[config.mk]
export PLATFORM = sky130hd
export DESIGN_NAME = cp0_unit
export DESIGN_NICKNAME = d
export VERILOG_FILES = /design/src/rtl/cp0_unit.sv
export SDC_FILE = /design/constraint.sdc
export NUM_CORES = 1
export LEC_CHECK = 0
export BUFFER_PORTS_ARGS = -buffer_cell sky130_fd_sc_hd__buf_2
export CAP_MARGIN = 10
export CELL_PAD_IN_SITES_DETAIL_PLACEMENT = 1
export CELL_PAD_IN_SITES_GLOBAL_PLACEMENT = 1
export CORE_ASPECT_RATIO = 0.7
export CORE_MARGIN = 10
export CORE_UTILIZATION = 37
export DETAILED_ROUTE_END_ITERATION = 10
export HOLD_SLACK_MARGIN = 0.08
export PLACE_DENSITY = 0.91
export SLEW_MARGIN = 40
export SYNTH_ARGS = -nofsm -noshare
export SYNTH_HDL_FRONTEND = slang
export SYNTH_SLANG_ARGS = --single-unit
[constraint.sdc]
create_clock -name clk -period 3.3 [get_ports clk]
set_input_delay 0.165 -clock clk [delete_from_list [all_inputs] [get_ports clk]]
set_output_delay 0.165 -clock clk [all_outputs]
set_load 0.02 [all_outputs]
[src/rtl/cp0_unit.sv]
// Coprocessor-0 for the P7 pipelined MIPS core: SR/Cause/EPC/PRId, interrupt and exception arbitration.
// Optional Count/Compare timer enabled by defining CP0_TIMER_EN.
module cp0_unit #(
  parameter logic [31:0] EXC_ENTRY = 32'h0000_4180,
  parameter logic [31:0] PRID_VAL  = 32'h2021_0707
) (
  input  logic        clk,
  input  logic        reset,
  input  logic        we,
  input  logic [4:0]  cp0_addr,
  input  logic [31:0] cp0_wdata,
  output logic [31:0] cp0_rdata,
  input  logic [31:0] vpc,
  input  logic        bd_in,
  input  logic [4:0]  exc_code_in,
  input  logic [5:0]  hw_int,
  input  logic        eret,
  output logic        req,
  output logic [31:0] handler_pc,
  output logic [31:0] epc_out
);

  localparam logic [4:0] ADDR_COUNT   = 5'd9;
  localparam logic [4:0] ADDR_COMPARE = 5'd11;
  localparam logic [4:0] ADDR_SR      = 5'd12;
  localparam logic [4:0] ADDR_CAUSE   = 5'd13;
  localparam logic [4:0] ADDR_EPC     = 5'd14;
  localparam logic [4:0] ADDR_PRID    = 5'd15;

  logic [5:0]  im_q, im_d;
  logic        exl_q, exl_d;
  logic        ie_q, ie_d;
  logic        bd_q, bd_d;
  logic [5:0]  ip_q, ip_d;
  logic [4:0]  exc_code_q, exc_code_d;
  logic [31:0] epc_q, epc_d;

  logic [5:0]  ip_eff;
  logic        int_req;
  logic        exc_req;
  logic        mtc0_ok;
  logic [31:0] epc_victim;

`ifdef CP0_TIMER_EN
  logic [31:0] count_q, count_d;
  logic [31:0] compare_q, compare_d;
  logic        timer_pend_q, timer_pend_d;

  // Timer pending ORs into IP[7], which is the top bit of the IP field.
  assign ip_eff = {ip_q[5] | timer_pend_q, ip_q[4:0]};
`else
  assign ip_eff = ip_q;
`endif

  assign int_req    = (|(ip_eff & im_q)) & ie_q & ~exl_q;
  assign exc_req    = (exc_code_in != 5'd0) & ~exl_q;
  assign req        = int_req | exc_req;
  assign mtc0_ok    = we & ~req;
  assign handler_pc = EXC_ENTRY;
  assign epc_victim = (bd_in ? (vpc - 32'd4) : vpc) & ~32'h3;
  assign epc_out    = (mtc0_ok && cp0_addr == ADDR_EPC) ? cp0_wdata : epc_q;

  always_comb begin
    im_d       = im_q;
    exl_d      = exl_q;
    ie_d       = ie_q;
    bd_d       = bd_q;
    ip_d       = hw_int;
    exc_code_d = exc_code_q;
    epc_d      = epc_q;
    if (req) begin
      exl_d      = 1'b1;
      bd_d       = bd_in;
      exc_code_d = int_req ? 5'd0 : exc_code_in;
      epc_d      = epc_victim;
    end else begin
      // eret owns EXL this cycle, so an mtc0 to SR is discarded wholesale.
      if (mtc0_ok && cp0_addr == ADDR_SR && !eret) begin
        im_d  = cp0_wdata[15:10];
        exl_d = cp0_wdata[1];
        ie_d  = cp0_wdata[0];
      end
      if (eret) exl_d = 1'b0;
      if (mtc0_ok && cp0_addr == ADDR_EPC) epc_d = cp0_wdata;
    end
  end

`ifdef CP0_TIMER_EN
  always_comb begin
    count_d      = count_q + 32'd1;
    compare_d    = compare_q;
    timer_pend_d = timer_pend_q | ((count_q == compare_q) && (compare_q != 32'd0));
    if (mtc0_ok && cp0_addr == ADDR_COUNT) count_d = cp0_wdata;
    if (mtc0_ok && cp0_addr == ADDR_COMPARE) begin
      compare_d    = cp0_wdata;
      timer_pend_d = 1'b0;
    end
  end

  always_ff @(posedge clk) begin
    if (reset) begin
      count_q      <= 32'd0;
      compare_q    <= 32'd0;
      timer_pend_q <= 1'b0;
    end else begin
      count_q      <= count_d;
      compare_q    <= compare_d;
      timer_pend_q <= timer_pend_d;
    end
  end
`endif

  always_ff @(posedge clk) begin
    if (reset) begin
      im_q       <= 6'd0;
      exl_q      <= 1'b0;
      ie_q       <= 1'b0;
      bd_q       <= 1'b0;
      ip_q       <= 6'd0;
      exc_code_q <= 5'd0;
      epc_q      <= 32'd0;
    end else begin
      im_q       <= im_d;
      exl_q      <= exl_d;
      ie_q       <= ie_d;
      bd_q       <= bd_d;
      ip_q       <= ip_d;
      exc_code_q <= exc_code_d;
      epc_q      <= epc_d;
    end
  end

  always_comb begin
    cp0_rdata = 32'd0;
    case (cp0_addr)
      ADDR_SR:    cp0_rdata = {16'd0, im_q, 8'd0, exl_q, ie_q};
      ADDR_CAUSE: cp0_rdata = {bd_q, 15'd0, ip_eff, 3'd0, exc_code_q, 2'd0};
      ADDR_EPC:   cp0_rdata = epc_q;
      ADDR_PRID:  cp0_rdata = PRID_VAL;
`ifdef CP0_TIMER_EN
      ADDR_COUNT:   cp0_rdata = count_q;
      ADDR_COMPARE: cp0_rdata = compare_q;
`endif
      default:    cp0_rdata = 32'd0;
    endcase
  end

endmodule

* Yosys cells after proc, flatten, opt, wreduce, memory -nomap -nowiden *
Index checks and enable logic that the tools add are counted.

word-level totals
  register bits = 52
  word-level logic and storage cells = 38

cells by class
  $add $sub $neg = 1
  equality and inequality tests = 4
  multiplexer cells = 8
  bitwise operators = 8
  reductions and logical operators = 9

operators with widths
  cell                                                  number
  case mux 32 bit (4 select lines)                      1
  2-to-1 mux 32 bit                                     3
  subtractor 32 x 3 -> 32 bit (second input constant)   1
  equality test 5 x 4 -> 1 bit (second input constant)  4
  AND 6 bit                                             1
  OR reduction 6 bit                                    1
  2-to-1 mux 5 bit                                      1
  nonzero test 5 bit                                    1
  AND 1 bit                                             4
  logical AND 1 bit                                     3
  2-to-1 mux 1 bit                                      3
  nonzero test 3 bit                                    1
  NOT 1 bit                                             2
  AND reduction 2 bit                                   1
  OR reduction 2 bit                                    1
  zero test 1 bit                                       1
  bitwise OR 1 bit                                      1

* Depth between registers and ports, before layout *
  depth after elaboration = 12
  gate-level depth with buffers = 6
  gate-level depth less buffers = 6

* Worst setup path before layout *
No wires, ideal clock.

  path kind = input port to output port
  from = input port exc_code_in[0]
  to = output port epc_out[2]
  data arrival time = 1.984 ns
  required time = 3.135 ns
  setup slack = 1.151 ns
  cell stages on the path = 6
  path buffers = 2
  path through = or4_1 -> o21a_1 -> clkbuf_1 -> nor3_2 -> buf_2 -> mux2_1

on the way
  longest elaborated chain between the ends = 7

ends and longest elaborated chain
  element              line  text
  start: declaration   15    input logic [4:0] exc_code_in,
  nonzero test 5 bit   56    assign exc_req = (exc_code_in != 5'd0) & ~exl_q;
  AND 1 bit            56
  bitwise OR 1 bit     57    assign req = int_req | exc_req;
  NOT 1 bit (no line)  --
  AND 1 bit            58    assign mtc0_ok = we & ~req;
  logical AND 1 bit    61    assign epc_out = (mtc0_ok && cp0_addr == ADDR_EPC) ? cp0_wdata : epc_q;
  2-to-1 mux 32 bit    --
  end: declaration     20    output logic [31:0] epc_out

Every way passes these cells.

* Worst setup path after layout *
  from = register ip_q[3] (netlist: ip_eff[3])
  to = output port epc_out[29]

on the way
  longest elaborated chain between the ends = 9

ends and longest elaborated chain
  element                   line  text
  start: declaration        34    logic [5:0] ip_q, ip_d;
  start signal: assignment  127   ip_q <= ip_d;
  AND 6 bit                 55    assign int_req = (|(ip_eff & im_q)) & ie_q & ~exl_q;
  OR reduction 6 bit        55
  AND 1 bit (2 in series)   55
  bitwise OR 1 bit          57
  NOT 1 bit (no line)       --
  AND 1 bit                 58
  logical AND 1 bit         61
  2-to-1 mux 32 bit         --

Every way passes these cells.

==> run_results.csv <==
group,metric,value,unit
clock_tree,cts_tree,"built",
drt,met2_length,8330,um
clock_tree,numCtsBuffers,5,
yosys,synth.top_cells.by_count,"dfxtp_1, and3_1, clkbuf_1",
finish,drive_gt1_share,34.0,%
timing,worst_slew_pin_slew,0.793,ns
setup_path,r2r_end,"im_q[3]$_SDFFE_PP0P_",
drt,met1_length,7240,um
clock_tree,postCtsSetupBuffers,0,
timing,hold_viol_final,0,
setup_path,reg2reg_depth,5,
yosys,syn_inst,482,
timing,layout_setup_ws,0.673,ns
global_route,first_global_vias,4631,
floorplan,die_area,0.0155,mm2
drt,drtIter0Drc,452,
yosys,synth_area_per_cell,8.35,um2
pwr,p_seq_share,41.0,%
pwr,irDropWorstVdd,0.182,mV
yosys,synth_cell_types,50,
floorplan,io-pin-count,182,
place,placed_area,0.00475,mm2
place,numPortBuffers,147,
finish,final_area,0.00491,mm2
setup_path,worstSetupPathType,"flop to output port",
setup_path,endpoint_kind,"output port",
place,dp_hpwl,13300,um
setup_path,cp-start-kind,"flop",
pwr,p_int,1160,uW
timing,slew_headroom,45.8,%
timing,fmax,0.381,GHz
timing,setup_tns,0,ns
clock_tree,clk_latency,0.30,ns
clock_tree,cts-htree-levels,2,
yosys,async_flop_share,0,%
timing,skew,0.00711,ns
yosys,synth_flop_cell,"dfxtp_1",
setup_path,path_cells,"a22oi_1 > a311oi_4 > nor3_4 > buf_4 > mux2_2 > buf_2",
drt,firstDrtPassIters,5,
setup_path,r2r_start,"ip_eff[3]$_SDFF_PP0_",
finish,area_growth_syn_to_layout,22.1,%
setup_path,crit_required,3.13,ns
drt,ant_nets,0,
timing,setup_violations,0,
timing,period_needed,2.63,ns
floorplan,initial_core_util,38.4,%
pwr,cellLeakagePower,0.00218,uW
place,gp_congestion,0.879,
min_path,min-delay-start,"hw_int[0]",
yosys,yosysTopAreaCellShare,25.9,%
floorplan,die_h,107,um
run,drv_cap,0,
global_route,antenna_found_initial,3,
global_route,grt_max_degree,56,
drt,drc_errors,0,
drt,wirelength,17300,um
min_path,hold_path_depth,2,
floorplan,num_rows,31,
yosys,synth_area,0.00402,mm2
finish,fin_nets,691,
setup_path,slowest_stage,"nor3_4",
yosys,seq_area_frac_synth,25.9,%
run_status,status,"finished, final reports clean",
yosys,yosys_warnings,0,
pwr,power_density,353,mW/mm2
drt,vias_per_cell,6.11,
min_path,hold_class,"primary input to flop",
timing,drv_slew,0,
clock_tree,cts-root-buf,"clkbuf_16",
timing,fin_crit_sh,79.6,%
setup_path,r2r_setup_slack,1.14,ns
floorplan,core,0.0105,mm2
yosys,synth_most_common_cell,"dfxtp_1",
clock_tree,cts.sinks,52,
yosys,synth_edf_count,0,
yosys,synth_area_leaders,"dfxtp_1, mux2_2, and3_1, a2111oi_0, buf_4",
setup_path,crit_fanout,17,
drt,wl_per_cell,23.4,um
clock_tree,clockBufferDepth,2,
pwr,switchingPower,577,uW
pwr,switching_share,33.3,%
global_route,track_usage,21.0,%
floorplan,dieWidth,145,um
drt,vias,4509,
pwr,comb_power_share,26.6,%
setup_path,max_stage_delay,0.43,ns
drt,wl_met3,1520,um
timing,rsz0062_at_grt,"no",
yosys,ys_ff_latch,52,
min_path,hold_end,"ip_eff[0]$_SDFF_PP0_",
pwr,clkPwrFrac,32.4,%
clock_tree,clk_pin_slew_worst_paths,0.07,ns
drt,top_layer,"met5",
yosys,yosysTopAreaCell,"dfxtp_1",
global_route,grt_pass1_wl,26200,um
setup_path,worstPathArrival,2.46,ns
place,pre_cts_ws,0.821,ns
global_route,grt_overflow,0,
==> per-stage QoR <==
stage	instances	hold slack, ns	total power, uW	util [%]
2_1_floorplan	512	0.293	1010	-
6_report	738	0.0869	1740	46.9
4_1_cts	737	0.0871	1730	46.9
3_5_place_dp	729	0.384	1180	45.3
5_1_grt	738	0.0916	1810	46.9
3_3_place_gp	729	0.383	1160	45.3
==> worst max path at each step <==
| stage | from | end | cells past startpoint |
|---|---|---|---|
| after floorplan | exc_code_in[0] | epc_out[2] | 6 |
| after global placement | exc_code_in[0] | epc_out[16] | 7 |
| after detailed placement | exc_code_in[0] | epc_out[31] | 7 |
| after CTS | ip_eff[3]$_SDFF_PP0_ | epc_out[16] | 6 |
| after global routing | ip_eff[3]$_SDFF_PP0_ | epc_out[16] | 6 |
| final | ip_eff[3]$_SDFF_PP0_ | epc_out[29] | 6 |
==> flip-flops by register name, indices dropped and copies added (netlist names) <==
signal	count
bd_q	1
ie_q	1
im_q	6
exl_q	1
ip_eff	6
epc_q	32
exc_code_q	5
==> kinds of logic after synthesis <==
group / synth area share, %
buffers and inverters: 10.4
other: 0.187
XOR/XNOR: 2.61
AO/OA/AOI/OAI: 20.8
AND/OR/NAND/NOR: 26.2
adder cells (fa/ha/maj): 0.311
flip-flops: 25.9
multiplexers: 13.7
==> per-layer routing <==
layer,track usage [%],up-vias
li1,-,2037
met1,27.3,2248
met2,34.6,208
met3,5.20,14
met4,4.17,2
met5,0,-
==> area by class of cell <==
type,instances,area [um2]
inverters,5,18.8
diodes,1,2.50
repair buffers,159,831
well taps,132,165
clock buffers,7,153
flip-flops and latches,52,1040
fillers,1325,5560
multi-input cells,382,2700
==> layout by cell type, fill, tap and decap left out, types with 16 or more instances in the layout <==
cell type / count
conb_1: 32
and3_1: 43
a311oi_1: 17
a2111oi_0: 29
mux2_2: 31
dfxtp_1: 52
nor2_1: 36
buf_2: 146
mux2i_1: 19
nand2b_1: 16
==> repair_timing <==
action / in CTS / in global routing
gates resized for setup: 0 / 0
hold buffers: 1 / 0
hold endpoints to repair: 1 / 0
==> worst max-delay path, delay by kind of cell, from the launching register on <==
family,cells,cell delay [ns]
AOI/OAI and AO/OA,2,0.53
buffers and inverters,2,0.51
muxes,1,0.38
and+or+nand+nor,1,0.43
DFF,1,0.33
==> power groups by stage <==
stage	logic, uW	registers, uW	clock network [uW]
floorplan	307	707	0
global placement	435	720	0
detailed placement	451	724	0
CTS	454	710	567
global route	496	717	593
finish	462	711	562
No activity file was read; power rests on OpenSTA's default activity.
